## config.mk

```make
export PLATFORM = sky130hd
export DESIGN_NAME = core_ctrl_flat
export DESIGN_NICKNAME = d
export VERILOG_FILES = /design/src/rtl/core_pkg.sv /design/src/rtl/core_ctrl_if.sv /design/src/rtl/core_ctrl_decode.sv /design/src/rtl/core_ctrl.sv /design/src/flat_wrapper.sv
export SDC_FILE = /design/constraint.sdc
export NUM_CORES = 1
export LEC_CHECK = 0
export BUFFER_PORTS_ARGS = -buffer_cell sky130_fd_sc_hd__buf_2
export CORE_UTILIZATION = 35
export CTS_BUF_LIST = sky130_fd_sc_hd__clkbuf_8
export DETAILED_ROUTE_END_ITERATION = 12
export GPL_TIMING_DRIVEN = 0
export PLACE_DENSITY = 0.83
export RECOVER_POWER = 50
export SLEW_MARGIN = 0
export SYNTH_ARGS = -nofsm -noshare
export SYNTH_HDL_FRONTEND = slang
export SYNTH_HIERARCHICAL = 1
export SYNTH_SLANG_ARGS = --single-unit
```

## constraint.sdc

```tcl
create_clock -name clk -period 5.4 [get_ports clk]
set_clock_uncertainty 0.1 [all_clocks]
set_input_delay 0.81 -clock clk [delete_from_list [all_inputs] [get_ports clk]]
set_output_delay 0.81 -clock clk [all_outputs]
set_load 0.02 [all_outputs]
```

## src/rtl/core_pkg.sv

```systemverilog
// Shared RV32 core definitions: controller states, opcodes and datapath select encodings.
// The TRAP state exists only when CORE_CTRL_ILLEGAL_TRAP_EN is defined.
package core_pkg;

   localparam int unsigned XLEN       = 32;
   localparam int unsigned ALU_CON_W  = 3;
   localparam int unsigned COND_CON_W = 2;
   localparam int unsigned WD_SEL_W   = 2;
   localparam int unsigned PC_SRC_W   = 2;

   localparam logic [6:0] OP_R      = 7'b0110011;
   localparam logic [6:0] OP_I      = 7'b0010011;
   localparam logic [6:0] OP_LOAD   = 7'b0000011;
   localparam logic [6:0] OP_STORE  = 7'b0100011;
   localparam logic [6:0] OP_BRANCH = 7'b1100011;
   localparam logic [6:0] OP_JAL    = 7'b1101111;

   localparam logic [ALU_CON_W-1:0] ALU_ADD = 3'b000;
   localparam logic [ALU_CON_W-1:0] ALU_AND = 3'b001;
   localparam logic [ALU_CON_W-1:0] ALU_OR  = 3'b010;
   localparam logic [ALU_CON_W-1:0] ALU_XOR = 3'b011;
   localparam logic [ALU_CON_W-1:0] ALU_SLT = 3'b100;

   localparam logic [COND_CON_W-1:0] COND_BEQ = 2'b00;
   localparam logic [COND_CON_W-1:0] COND_BNE = 2'b01;
   localparam logic [COND_CON_W-1:0] COND_BLT = 2'b10;
   localparam logic [COND_CON_W-1:0] COND_BGE = 2'b11;

   localparam logic [WD_SEL_W-1:0] WD_ALU = 2'b00;
   localparam logic [WD_SEL_W-1:0] WD_MEM = 2'b01;
   localparam logic [WD_SEL_W-1:0] WD_PC4 = 2'b10;

   localparam logic [PC_SRC_W-1:0] PC_PLUS4  = 2'b00;
   localparam logic [PC_SRC_W-1:0] PC_BRANCH = 2'b01;
   localparam logic [PC_SRC_W-1:0] PC_JAL    = 2'b10;

   typedef enum logic [2:0] {
      ST_FETCH,
      ST_DECODE,
      ST_EXEC,
      ST_EXWAIT,
      ST_MEM,
      ST_WB
`ifdef CORE_CTRL_ILLEGAL_TRAP_EN
      , ST_TRAP
`endif
   } state_t;

   typedef enum logic [2:0] {
      CLS_R,
      CLS_I,
      CLS_LOAD,
      CLS_STORE,
      CLS_BRANCH,
      CLS_JAL,
      CLS_ILL
   } instr_class_t;

   // Per-cycle control word driven onto the datapath
   typedef struct packed {
      logic                  mem_req;
      logic                  mem_we;
      logic                  mem_addr_sel;
      logic                  ir_we;
      logic [ALU_CON_W-1:0]  alu_con;
      logic                  alu_mod;
      logic                  alu_b_sel;
      logic [COND_CON_W-1:0] cond_con;
      logic                  rf_we;
      logic [WD_SEL_W-1:0]   rf_wd_sel;
      logic                  pc_we;
      logic [PC_SRC_W-1:0]   pc_src;
      logic                  retire;
   } ctrl_t;

endpackage

```

## src/rtl/core_ctrl_if.sv

```systemverilog
// Controller <-> datapath/memory signal bundle; master is the controller side.
interface core_ctrl_if;
   import core_pkg::*;

   logic [XLEN-1:0]       instr;
   logic                  mem_ready;
   logic                  cond_taken;
   logic                  mem_req;
   logic                  mem_we;
   logic                  mem_addr_sel;
   logic                  ir_we;
   logic [ALU_CON_W-1:0]  alu_con;
   logic                  alu_mod;
   logic                  alu_b_sel;
   logic [COND_CON_W-1:0] cond_con;
   logic                  rf_we;
   logic [WD_SEL_W-1:0]   rf_wd_sel;
   logic                  pc_we;
   logic [PC_SRC_W-1:0]   pc_src;
   logic                  retire;
   logic                  trap;

   modport master (
      input  instr, mem_ready, cond_taken,
      output mem_req, mem_we, mem_addr_sel, ir_we, alu_con, alu_mod, alu_b_sel,
             cond_con, rf_we, rf_wd_sel, pc_we, pc_src, retire, trap
   );

   modport slave (
      output instr, mem_ready, cond_taken,
      input  mem_req, mem_we, mem_addr_sel, ir_we, alu_con, alu_mod, alu_b_sel,
             cond_con, rf_we, rf_wd_sel, pc_we, pc_src, retire, trap
   );

endinterface

```

## src/rtl/core_ctrl_decode.sv

```systemverilog
// Combinational instruction classifier: class, ALU/cond op selects and illegal flag.
module core_ctrl_decode
   import core_pkg::*;
(
   input  logic [XLEN-1:0]       instr,
   output instr_class_t          cls,
   output logic [ALU_CON_W-1:0]  alu_con,
   output logic                  alu_mod,
   output logic [COND_CON_W-1:0] cond_con,
   output logic                  illegal
);

   logic [2:0]           funct3;
   logic [ALU_CON_W-1:0] alu_map;
   logic                 alu_ok;
   logic                 br_ok;
   logic [COND_CON_W-1:0] br_map;
   logic                 unused_bits;

   assign funct3      = instr[14:12];
   assign unused_bits = ^{instr[31], instr[29:15], instr[11:7]};

   // Supported ALU and branch funct3 codes; everything else is illegal
   always_comb begin
      alu_map = ALU_ADD;
      alu_ok  = 1'b1;
      br_map  = COND_BEQ;
      br_ok   = 1'b1;
      case (funct3)
         3'b000:  alu_map = ALU_ADD;
         3'b100:  alu_map = ALU_XOR;
         3'b110:  alu_map = ALU_OR;
         3'b111:  alu_map = ALU_AND;
         3'b010:  alu_map = ALU_SLT;
         default: alu_ok  = 1'b0;
      endcase
      case (funct3)
         3'b000:  br_map = COND_BEQ;
         3'b001:  br_map = COND_BNE;
         3'b100:  br_map = COND_BLT;
         3'b101:  br_map = COND_BGE;
         default: br_ok  = 1'b0;
      endcase
   end

   always_comb begin
      cls      = CLS_ILL;
      alu_con  = ALU_ADD;
      alu_mod  = 1'b0;
      cond_con = COND_BEQ;
      case (instr[6:0])
         OP_R: if (alu_ok) begin
            cls     = CLS_R;
            alu_con = alu_map;
            alu_mod = instr[30];
         end
         OP_I: if (alu_ok) begin
            cls     = CLS_I;
            alu_con = alu_map;
         end
         OP_LOAD:  cls = CLS_LOAD;
         OP_STORE: cls = CLS_STORE;
         OP_BRANCH: if (br_ok) begin
            cls      = CLS_BRANCH;
            cond_con = br_map;
         end
         OP_JAL:   cls = CLS_JAL;
         default:  cls = CLS_ILL;
      endcase
   end

   assign illegal = (cls == CLS_ILL);

endmodule

```

## src/rtl/core_ctrl.sv

```systemverilog
// Multi-cycle RV32 control FSM: fetch, decode, execute, memory and write-back sequencing.
// CORE_CTRL_ILLEGAL_TRAP_EN: illegal instructions lock up in TRAP instead of retiring as NOPs.
module core_ctrl
   import core_pkg::*;
(
   input  logic             clk,
   input  logic             rst,
   core_ctrl_if.master      bus
);

   state_t                state;
   state_t                next_state;
   ctrl_t                 c;
   instr_class_t          cls;
   logic [ALU_CON_W-1:0]  dec_alu_con;
   logic                  dec_alu_mod;
   logic [COND_CON_W-1:0] dec_cond_con;
   logic                  illegal;

   core_ctrl_decode u_decode (
      .instr    (bus.instr),
      .cls      (cls),
      .alu_con  (dec_alu_con),
      .alu_mod  (dec_alu_mod),
      .cond_con (dec_cond_con),
      .illegal  (illegal)
   );

   always_ff @(posedge clk or posedge rst) begin
      if (rst) state <= ST_FETCH;
      else     state <= next_state;
   end

   always_comb begin
      next_state = state;
      c          = '0;
      case (state)
         ST_FETCH: begin
            c.mem_req = 1'b1;
            if (bus.mem_ready) begin
               c.ir_we    = 1'b1;
               next_state = ST_DECODE;
            end
         end
         ST_DECODE: begin
`ifdef CORE_CTRL_ILLEGAL_TRAP_EN
            next_state = illegal ? ST_TRAP : ST_EXEC;
`else
            next_state = illegal ? ST_WB : ST_EXEC;
`endif
         end
         // EXWAIT repeats EXEC's selects to cover the registered alu/cond latency
         ST_EXEC, ST_EXWAIT: begin
            c.alu_con   = dec_alu_con;
            c.alu_mod   = dec_alu_mod;
            c.alu_b_sel = (cls inside {CLS_I, CLS_LOAD, CLS_STORE});
            c.cond_con  = dec_cond_con;
            if (state == ST_EXEC) begin
               next_state = ST_EXWAIT;
            end else begin
               case (cls)
                  CLS_BRANCH: begin
                     c.pc_we    = 1'b1;
                     c.pc_src   = bus.cond_taken ? PC_BRANCH : PC_PLUS4;
                     c.retire   = 1'b1;
                     next_state = ST_FETCH;
                  end
                  CLS_LOAD, CLS_STORE: next_state = ST_MEM;
                  default:             next_state = ST_WB;
               endcase
            end
         end
         ST_MEM: begin
            c.mem_req      = 1'b1;
            c.mem_addr_sel = 1'b1;
            c.mem_we       = (cls == CLS_STORE);
            if (bus.mem_ready) begin
               if (cls == CLS_STORE) begin
                  c.pc_we    = 1'b1;
                  c.pc_src   = PC_PLUS4;
                  c.retire   = 1'b1;
                  next_state = ST_FETCH;
               end else begin
                  next_state = ST_WB;
               end
            end
         end
         ST_WB: begin
            c.pc_we    = 1'b1;
            c.retire   = 1'b1;
            next_state = ST_FETCH;
            case (cls)
               CLS_R, CLS_I: begin
                  c.rf_we     = 1'b1;
                  c.rf_wd_sel = WD_ALU;
               end
               CLS_LOAD: begin
                  c.rf_we     = 1'b1;
                  c.rf_wd_sel = WD_MEM;
               end
               CLS_JAL: begin
                  c.rf_we     = 1'b1;
                  c.rf_wd_sel = WD_PC4;
                  c.pc_src    = PC_JAL;
               end
               default: c.rf_we = 1'b0;
            endcase
         end
`ifdef CORE_CTRL_ILLEGAL_TRAP_EN
         ST_TRAP: next_state = ST_TRAP;
`endif
         default: next_state = ST_FETCH;
      endcase
      // Outputs are forced low for the whole reset window, not just after the edge
      if (rst) c = '0;
   end

   assign bus.mem_req      = c.mem_req;
   assign bus.mem_we       = c.mem_we;
   assign bus.mem_addr_sel = c.mem_addr_sel;
   assign bus.ir_we        = c.ir_we;
   assign bus.alu_con      = c.alu_con;
   assign bus.alu_mod      = c.alu_mod;
   assign bus.alu_b_sel    = c.alu_b_sel;
   assign bus.cond_con     = c.cond_con;
   assign bus.rf_we        = c.rf_we;
   assign bus.rf_wd_sel    = c.rf_wd_sel;
   assign bus.pc_we        = c.pc_we;
   assign bus.pc_src       = c.pc_src;
   assign bus.retire       = c.retire;

`ifdef CORE_CTRL_ILLEGAL_TRAP_EN
   assign bus.trap = (state == ST_TRAP);
`else
   assign bus.trap = 1'b0;
`endif

endmodule

```

## src/flat_wrapper.sv

```systemverilog
// flat-port wrapper written by rule: the top's interface ports become plain ports
module core_ctrl_flat import core_pkg::*;
  (clk, rst, bus_instr, bus_mem_ready, bus_cond_taken, bus_mem_req, bus_mem_we, bus_mem_addr_sel, bus_ir_we, bus_alu_con, bus_alu_mod, bus_alu_b_sel, bus_cond_con, bus_rf_we, bus_rf_wd_sel, bus_pc_we, bus_pc_src, bus_retire, bus_trap);
  core_ctrl_if bus_i ();
  input  logic clk;
  input  logic rst;
  input wire logic [$bits(bus_i.instr)-1:0] bus_instr;
  input wire logic [$bits(bus_i.mem_ready)-1:0] bus_mem_ready;
  input wire logic [$bits(bus_i.cond_taken)-1:0] bus_cond_taken;
  output wire logic [$bits(bus_i.mem_req)-1:0] bus_mem_req;
  output wire logic [$bits(bus_i.mem_we)-1:0] bus_mem_we;
  output wire logic [$bits(bus_i.mem_addr_sel)-1:0] bus_mem_addr_sel;
  output wire logic [$bits(bus_i.ir_we)-1:0] bus_ir_we;
  output wire logic [$bits(bus_i.alu_con)-1:0] bus_alu_con;
  output wire logic [$bits(bus_i.alu_mod)-1:0] bus_alu_mod;
  output wire logic [$bits(bus_i.alu_b_sel)-1:0] bus_alu_b_sel;
  output wire logic [$bits(bus_i.cond_con)-1:0] bus_cond_con;
  output wire logic [$bits(bus_i.rf_we)-1:0] bus_rf_we;
  output wire logic [$bits(bus_i.rf_wd_sel)-1:0] bus_rf_wd_sel;
  output wire logic [$bits(bus_i.pc_we)-1:0] bus_pc_we;
  output wire logic [$bits(bus_i.pc_src)-1:0] bus_pc_src;
  output wire logic [$bits(bus_i.retire)-1:0] bus_retire;
  output wire logic [$bits(bus_i.trap)-1:0] bus_trap;
  assign bus_i.instr = bus_instr;
  assign bus_i.mem_ready = bus_mem_ready;
  assign bus_i.cond_taken = bus_cond_taken;
  assign bus_mem_req = bus_i.mem_req;
  assign bus_mem_we = bus_i.mem_we;
  assign bus_mem_addr_sel = bus_i.mem_addr_sel;
  assign bus_ir_we = bus_i.ir_we;
  assign bus_alu_con = bus_i.alu_con;
  assign bus_alu_mod = bus_i.alu_mod;
  assign bus_alu_b_sel = bus_i.alu_b_sel;
  assign bus_cond_con = bus_i.cond_con;
  assign bus_rf_we = bus_i.rf_we;
  assign bus_rf_wd_sel = bus_i.rf_wd_sel;
  assign bus_pc_we = bus_i.pc_we;
  assign bus_pc_src = bus_i.pc_src;
  assign bus_retire = bus_i.retire;
  assign bus_trap = bus_i.trap;
  core_ctrl u_core (.clk(clk), .rst(rst), .bus(bus_i));
endmodule
```

### Word-level counts from Yosys, hierarchy flattened

Index checks and enable logic that the tools add are counted.

| word-level totals | value |
|---|---|
| register bits after elaboration | 3 |
| word-level logic and storage cells | 75 |
| input bits | 36 |
| output and inout bits | 19 |

| operators by class | value |
|---|---|
| reduce and logical (&&, ||, !) cells | 12 |
| equal/unequal tests | 25 |
| mux-type cells | 37 |

Operators with widths:

| kind | count |
|---|---|
| $mux 3 | 10 |
| $eq 3x3->1 const B | 9 |
| $pmux 3 s4 | 2 |
| $mux 18 | 1 |
| $pmux 3 s6 | 1 |
| $mux 4 | 4 |
| $eq 3x2->1 const B | 5 |
| $eq 7x6->1 const B | 2 |
| $eq 7x7->1 const B | 2 |
| $pmux 4 s3 | 1 |
| $mux 2 | 5 |
| $eq 3x1->1 const B | 3 |
| $logic_not 3->1 | 3 |
| $mux 1 | 9 |
| $reduce_or 2->1 | 4 |
| $reduce_or 4->1 | 2 |
| $eq 7x2->1 const B | 1 |
| $eq 7x5->1 const B | 1 |
| $mux 7 | 1 |
| $pmux 2 s3 | 1 |
| $pmux 3 s2 | 1 |
| $reduce_or 5->1 | 1 |
| $ne 2x2->1 const B | 2 |
| $pmux 2 s2 | 1 |
| 2 further kinds | 2 |

### Logic depth before layout (Yosys ltp)

Gate-level depths: netlist of the first run.

| depth | value |
|---|---|
| word-level depth | 10 |
| depth in mapped cells | 8 |
| mapped depth without buffers | 7 |

### Modules after synthesis

Netlist of the first run, hierarchy kept.

By module, submodules not included:

| module | instances | seq. area each (µm²) | cells an instance | area an instance (µm²) |
|---|---|---|---|---|
| core_ctrl | 1 | 75.1 | 61 | 441.7 |
| core_ctrl_decode | 1 | 0.0 | 29 | 201.4 |

### Worst setup path after synthesis of the first run

No wires, ideal clock.

| timing path | value |
|---|---|
| kind | input to output |
| from | input bus_instr[1] |
| to | output bus_retire |
| slack | 1969 ps |
| buffers on the path | 1 |
| data required time | 4490 ps |
| arrival time | 2521 ps |
| stages on the path | 7 |
| cell sequence | and4b_4 and2_4 a32o_1 or3b_1 o22ai_1 and3_1 buf_4 |

| between the ends | value |
|---|---|
| word-level cells in the longest chain between the ends | 7 |
| elaborated cells between the ends (all ways) | 15 |
| classes of those cells | eq/ne (8); mux (7) |

Ends and longest elaborated chain:

| element | RTL line | RTL |
|---|---|---|
| from (decl) | flat_wrapper.sv:7 | `input wire logic [$bits(bus_i.instr)-1:0] bus_instr;` |
| $eq 7x7->1, or another cell as far along | core_ctrl_decode.sv:51 | `case (instr[6:0])` |
| $pmux 3 s6 (*) | core_ctrl_decode.sv:51 |  |
| via u_core.cls[0] | core_ctrl.sv:14 | `instr_class_t cls;` |
| $eq 3x2->1 / $eq 3x3->1 (equally long branches) | core_ctrl.sv:78, core_ctrl.sv:61 |  |
| $mux 4, on equally long branches | core_ctrl.sv:78, core_ctrl.sv:61 |  |
| $mux 4, on equally long branches | core_ctrl.sv:77, core_ctrl.sv:58 |  |
| $pmux 4 s3 (*) | core_ctrl.sv:37 | `case (state)` |
| $mux 18 (*) | core_ctrl.sv:115 | `if (rst) c = '0;` |
| to (decl) | flat_wrapper.sv:22 | `output wire logic [$bits(bus_i.retire)-1:0] bus_retire;` |

Mark *: on every way through the listed nets, which the timed path passes. The rest lies on a longest branch.

### Worst setup path after layout of the first run

| timing path | value |
|---|---|
| from | input bus_instr[4] |
| to | output bus_retire |

The elaborated chain is that of the path after synthesis.

==> results of run 1 <==
cell usage after synthesis:
| library cell | number |
|---|---|
| a211oi_1 | 2 |
| a21boi_2 | 1 |
| a21o_1 | 1 |
| a21oi_1 | 2 |
| a22oi_1 | 1 |
| a311oi_1 | 1 |
| a31oi_1 | 2 |
| a32o_1 | 1 |
| and2_1 | 3 |
| and2_2 | 1 |
| and2_4 | 1 |
| and3_1 | 12 |
| and3_2 | 1 |
| and3b_1 | 1 |
| and4_1 | 1 |
| and4b_1 | 1 |
| and4b_4 | 1 |
| buf_4 | 3 |
| buf_6 | 1 |
| clkbuf_1 | 1 |
| clkinv_1 | 1 |
| conb_1 | 1 |
| dfrtp_1 | 3 |
| ha_1 | 2 |
| inv_1 | 3 |
| nand2_1 | 3 |
| nand2b_1 | 5 |
| nand3_1 | 1 |
| nand3b_1 | 1 |
| nand4_1 | 2 |
| nor2_1 | 8 |
| nor2b_1 | 1 |
| nor3_1 | 6 |
| nor3_2 | 1 |
| nor3b_1 | 1 |
| o21a_1 | 1 |
| o21ai_0 | 3 |
| o22ai_1 | 2 |
| o31ai_1 | 1 |
| o32ai_1 | 1 |
| or2b_1 | 1 |
| or3_1 | 1 |
| or3b_1 | 1 |
| or3b_4 | 1 |
| xor2_1 | 1 |
metal layers:
layer / track usage, % / part of all wire [%]
met1: 22.0 / 43
met2: 35.6 / 49
met4: 9.09 / 2.4
met5: 0 / 0
met3: 1.60 / 5.5
cell families (layout without fill, tap and decap cells):
family,Yosys count,in the layout,synth area share [%]
and+or+nand+nor,55,55,53.5
buffers and inverters,9,45,8.17
AOI/OAI and AO/OA,19,19,20.8
adders and majority gates,2,2,3.89
DFF,3,3,11.7
other,1,1,0.583
xor gates and xnor gates,1,1,1.36
cell usage in the layout (no fill, tap or decap), types with 3 or more instances in the layout:
| master | count |
|---|---|
| dfrtp_1 | 3 |
| and3_1 | 12 |
| inv_1 | 4 |
| and2_1 | 3 |
| nor2_1 | 8 |
| o21ai_0 | 3 |
| buf_4 | 3 |
| nor3_1 | 7 |
| nand2b_1 | 5 |
| clkbuf_8 | 3 |
| clkbuf_1 | 9 |
| nand2_1 | 3 |
| buf_2 | 24 |
power groups by stage:
stage	sequential [mW]	clock (mW)	combinational [mW]
6_report	0.0337	0.0672	0.120
3_5_place_dp	0.0339	0	0.117
3_3_place_gp	0.0331	0	0.112
5_1_grt	0.0344	0.0694	0.130
2_1_floorplan	0.0327	0	0.0858
4_1_cts	0.0337	0.0687	0.120
metrics by stage:
step	util, %	hold slack, ps	std cells	setup WS [ps]
2_1_floorplan	-	417	90	1970
3_3_place_gp	48.3	443	147	1820
3_5_place_dp	48.3	471	147	1770
4_1_cts	50.9	401	151	1760
5_1_grt	49.9	427	151	1460
6_report	49.9	399	151	1590
area by class of cell:
| type | instances | area [um2] |
|---|---|---|
| fill | 183 | 865 |
| multi-input combinational | 78 | 508 |
| timing repair buffer | 32 | 150 |
| sequential | 3 | 75.1 |
| clock buffer | 3 | 41.3 |
| buffer | 5 | 37.5 |
| tap | 25 | 31.3 |
| inverter | 4 | 15.0 |
| clock inverter | 1 | 3.75 |
worst max-delay path, delay by kind of cell:
kind / cells / cell delay (ps)
AOI/OAI and AO/OA: 2 / 540
and+or+nand+nor: 4 / 1110
buffers and inverters: 3 / 430
worst paths after layout:
check / start / endpoint / cells after the start
hold / removal: rst / u_core/state[0] / 2
setup / recovery: bus_instr[4] / bus_retire / 9
min in group clk: u_core/state[2] / u_core/state[1] / 2
hold reg to reg: u_core/state[2] / u_core/state[1] / 2
setup reg to reg: u_core/state[2] / u_core/state[1] / 8
max in group asynchronous: rst / u_core/state[1] / 2
==> results.py, run 1 <==
metrics = {
    "yosys": {
        "post_synth.cell_area_avg_um2": 7.15,
        "synth_cell_type_count": 45,
        "synth_nets": 128,
        "yosys-top-cells-area": "and3_1, dfrtp_1, nand2b_1",
        "synth.largest_area_cell": "and3_1",
        "ys_ff_latch": 3,
        "synth_top_cell_area_share_pct": 11.7,
        "seq_area_frac_synth_pct": 11.7,
        "synth_warnings": 6,
        "syn-cell-area_um2": 643,
        "syn-instance-count": 90,
    },
    "power_and_ir_drop": {
        "sw_frac_of_total_pct": 43.4,
        "p_per_area_nw_per_um2": 256,
        "comb_power_share_pct": 54.4,
        "p_switching_mw": 0.0959,
        "clock_power_share_pct": 30.4,
        "seq_power_share_pct": 15.2,
        "p_total_mw": 0.221,
        "p_int_mw": 0.125,
        "vdd_ir_drop_max_uv": 102,
        "power.leakage_nw": 0.434,
    },
    "sta": {
        "final_min_period_over_clock_period_pct": 70.6,
        "rsz0062_at_grt": "no",
        "setup_viol_count_final": 0,
        "finalMaxSlewViolations": 0,
        "finalHoldViolCount": 0,
        "finalCriticalPeriod_ps": 3810,
        "setup_tns_ps": 0,
        "timing.fmax_mhz": 262,
    },
    "cts": {
        "cts_hold_buffers": 0,
        "cts_root_buf": "clkbuf_8",
        "clock-sinks": 3,
        "clk_latency_ps": 220,
        "clk_pin_slew_ps": 40,
        "cts_buffer_depth": 2,
        "htreeDepth": 1,
        "cts_resized": 0,
        "cts_buffers": 3,
        "post_cts_buffers": 0,
        "cts_tree": "built",
    },
    "route": {
        "drc": 0,
        "routed_wl_um": 1880,
        "num_vias": 828,
        "post_drt_wl_per_cell_um": 12.4,
        "vias_per_cell": 5.48,
        "drt_iter0_markers": 35,
        "dr.pass1.iters": 4,
        "drtAntennaViolNets": 0,
    },
    "finish": {
        "stdcell_area_um2": 862,
        "diodes": 0,
        "biggestRegsByFlops": "u_core/state: 3 flops",
        "largest_reg_flops": 3,
        "nNetsFinal": 165,
        "drive_above_1_share_pct": 28.6,
        "top_register": "u_core/state",
        "syn_to_final_growth_pct": 34.0,
    },
    "worst_setup_path": {
        "worstPathArrival_ps": 2900,
        "slowest_stage": "or3b_1",
        "critPathKind": "in2out",
        "worstPathRequired_ps": 4490,
        "r2r_slack_ps": 3620,
        "critical-path-max-stage-delay_ps": 480,
        "crit_chain": "clkbuf_1 -> and4b_4 -> and2_0 -> a32o_1 -> or3b_1 -> o22ai_1 -> and3_1 -> buf_4 -> buf_2",
        "worstPathMaxFanout": 7,
        "crit_path_end_kind": "primary output",
        "critPathLaunchType": "primary input",
    },
    "die": {
        "fp.dieW_um": 44.9,
        "coreArea_um2": 1730,
        "rows": 15,
        "pin_count": 55,
        "die_area_um2": 2010,
        "die_h_um": 44.9,
        "initial_core_util_pct": 37.2,
    },
    "global_routing": {
        "globalRouteOverflowTotal": 0,
        "grt_pass1_vias": 697,
        "groute.usage.overall_pct": 19.2,
        "grt_pass1_wl_um": 2840,
        "antenna_found_initial": 0,
        "grt_max_degree": 13,
    },
    "flow_run": {
        "maxCapViolations": 0,
    },
    "place": {
        "dp_hpwl_um": 1460,
        "dpl_cell_area_um2": 835,
        "gp_congestion": 0.768,
        "io_buffers": 32,
    },
    "worst_hold_path": {
        "hp-class": "in2async",
    },
    "status": {
        "status": "complete, no violations",
    },
}
Power figures use the tool's default switching activity.
==> inputs of run 2 (changes only) <==
clock period = 3.9 ns   (was 5.4 ns; I/O delays follow)
==> run 2 against run 1 <==
First-iteration DRC count rose by 5.7%. Total power rose by 36%. Cell area fell by 0.15%. Final cell count did not move. Combinational power rose by 35%. Highest routed layer unchanged. Largest cell class unchanged.
==> results.py, run 2 (same netlist as run 1, synthesis figures left out) <==
metrics = {
    "sta": {
        "worst_slack_ps": 614,
        "setup_tns_ps": 0,
        "hold_slack_ps": 173,
        "rsz0062_at_grt": "no",
        "timing.fmax_mhz": 304,
        "finalMaxSlewViolations": 0,
        "final_min_period_over_clock_period_pct": 84.3,
        "finalHoldViolCount": 0,
        "finalCriticalPeriod_ps": 3290,
        "setup_viol_count_final": 0,
    },
    "route": {
        "drtAntennaViolNets": 0,
        "post_drt_wl_per_cell_um": 12.5,
        "routed_wl_um": 1890,
        "num_vias": 839,
        "drt_iter0_markers": 37,
        "vias_per_cell": 5.56,
        "drc": 0,
        "dr.pass1.iters": 5,
    },
    "flow_run": {
        "maxCapViolations": 0,
    },
    "finish": {
        "multiInputGateArea_um2": 515,
        "nNetsFinal": 165,
        "biggestRegsByFlops": "u_core/state: 3 flops",
        "final_common_cell": "buf_2",
        "top_register": "u_core/state",
        "fillCellCount": 183,
        "largest_reg_flops": 3,
        "final_cell_mix": "buf_2, and3_1, clkbuf_1",
        "drive_above_1_share_pct": 28.6,
        "seq_area_um2": 75.1,
        "diodes": 0,
        "syn_to_final_growth_pct": 33.9,
    },
    "global_routing": {
        "grt_pass1_vias": 697,
        "groute.usage.overall_pct": 19.2,
        "grt_use_met2_pct": 35.6,
        "grtUsageMet1_pct": 22.0,
        "grt_pass1_wl_um": 2840,
        "globalRouteOverflowTotal": 0,
        "grt_util_met3_pct": 1.60,
        "grt_max_degree": 13,
        "antenna_found_initial": 0,
        "grt.busiest_layer": "met2",
    },
    "cts": {
        "post_cts_buffers": 0,
        "cts_resized": 0,
        "cts_buffers": 3,
        "cts_root_buf": "clkbuf_8",
        "clk_latency_ps": 230,
        "clock-sinks": 3,
        "htreeDepth": 1,
        "cts_hold_buffers": 0,
        "cts_tree": "built",
        "clk_pin_slew_ps": 40,
        "cts_buffer_depth": 2,
    },
    "worst_setup_path": {
        "r2r_slack_ps": 1920,
        "worstPathArrival_ps": 2600,
        "critPathKind": "in2out",
        "worstPathRequired_ps": 3210,
        "worstReg2RegStart": "u_core/state[2]",
        "worstPathMaxFanout": 7,
        "crit-reg2reg-capture": "u_core/state[2]",
        "critPathLaunchType": "primary input",
        "reg2reg_depth": 8,
        "crit_path_end_kind": "primary output",
    },
    "power_and_ir_drop": {
        "p_total_mw": 0.301,
        "power.leakage_nw": 0.427,
        "p_per_area_nw_per_um2": 349,
        "vdd_ir_drop_max_uv": 134,
    },
    "place": {
        "dpl_worst_slack_ps": 715,
        "dp_hpwl_um": 1460,
        "io_buffers": 32,
        "gp_congestion": 0.768,
    },
    "die": {
        "fp.dieW_um": 44.9,
        "coreArea_um2": 1730,
        "die_h_um": 44.9,
        "pin_count": 55,
        "die_area_um2": 2010,
        "initial_core_util_pct": 37.2,
        "rows": 15,
    },
    "status": {
        "status": "complete, no violations",
    },
    "worst_hold_path": {
        "hp-class": "in2async",
    },
}
==> run 2: worst max path at each step <==
stage          depth (start not counted)    startpoint    endpoint  slack (ps)
2_1_floorplan                          7  bus_instr[1]  bus_retire         920
3_3_place_gp                           9  bus_instr[4]  bus_retire         770
3_5_place_dp                           9  bus_instr[4]  bus_retire         720
4_1_cts                                9  bus_instr[4]  bus_retire         710
5_1_grt                                9  bus_instr[4]  bus_retire         510
6_report                               9  bus_instr[4]  bus_retire         610
==> run 2: cell type report <==
type | instances | area share (%)
multi-input combinational | 78 | 59.9
timing repair buffer | 32 | 17.3
sequential | 3 | 8.72
clock buffer | 3 | 4.80
tap | 25 | 3.63
buffer | 5 | 3.49
inverter | 4 | 1.74
clock inverter | 1 | 0.436
==> run 2: where the power goes <==
part / switching, mW / leakage [nW] / internal, mW
Combinational: 0.103 / 0.361 / 0.0587
Sequential: 0.00451 / 0.0392 / 0.0412
Clock: 0.0257 / 0.0269 / 0.0675
Total: 0.133 / 0.427 / 0.167
==> run 2: routing by layer <==
| layer | share of wire [%] | vias up |
|---|---|---|
| li1 | - | 406 |
| met1 | 42 | 377 |
| met2 | 49 | 48 |
| met3 | 6.5 | 8 |
| met4 | 3.0 | 0 |
| met5 | 0 | - |
==> run 2: critical path, cell delays in order <==
cell and delay [ps]:
clkbuf_1 180, and4b_4 250, and2_4 170, a32o_1 330, or3b_1 470, o22ai_1 190
and3_1 180, buf_4 100, buf_2 150
==> run 2: stage by stage <==
| stage | cell area, um2 | cells | util (%) |
|---|---|---|---|
| after detailed placement | 835 | 147 | 48.3 |
| after global routing | 861 | 151 | 49.9 |
| after global placement | 835 | 147 | 48.3 |
| after floorplan | 643 | 90 | - |
| after CTS | 880 | 151 | 50.9 |
| final | 861 | 151 | 49.9 |
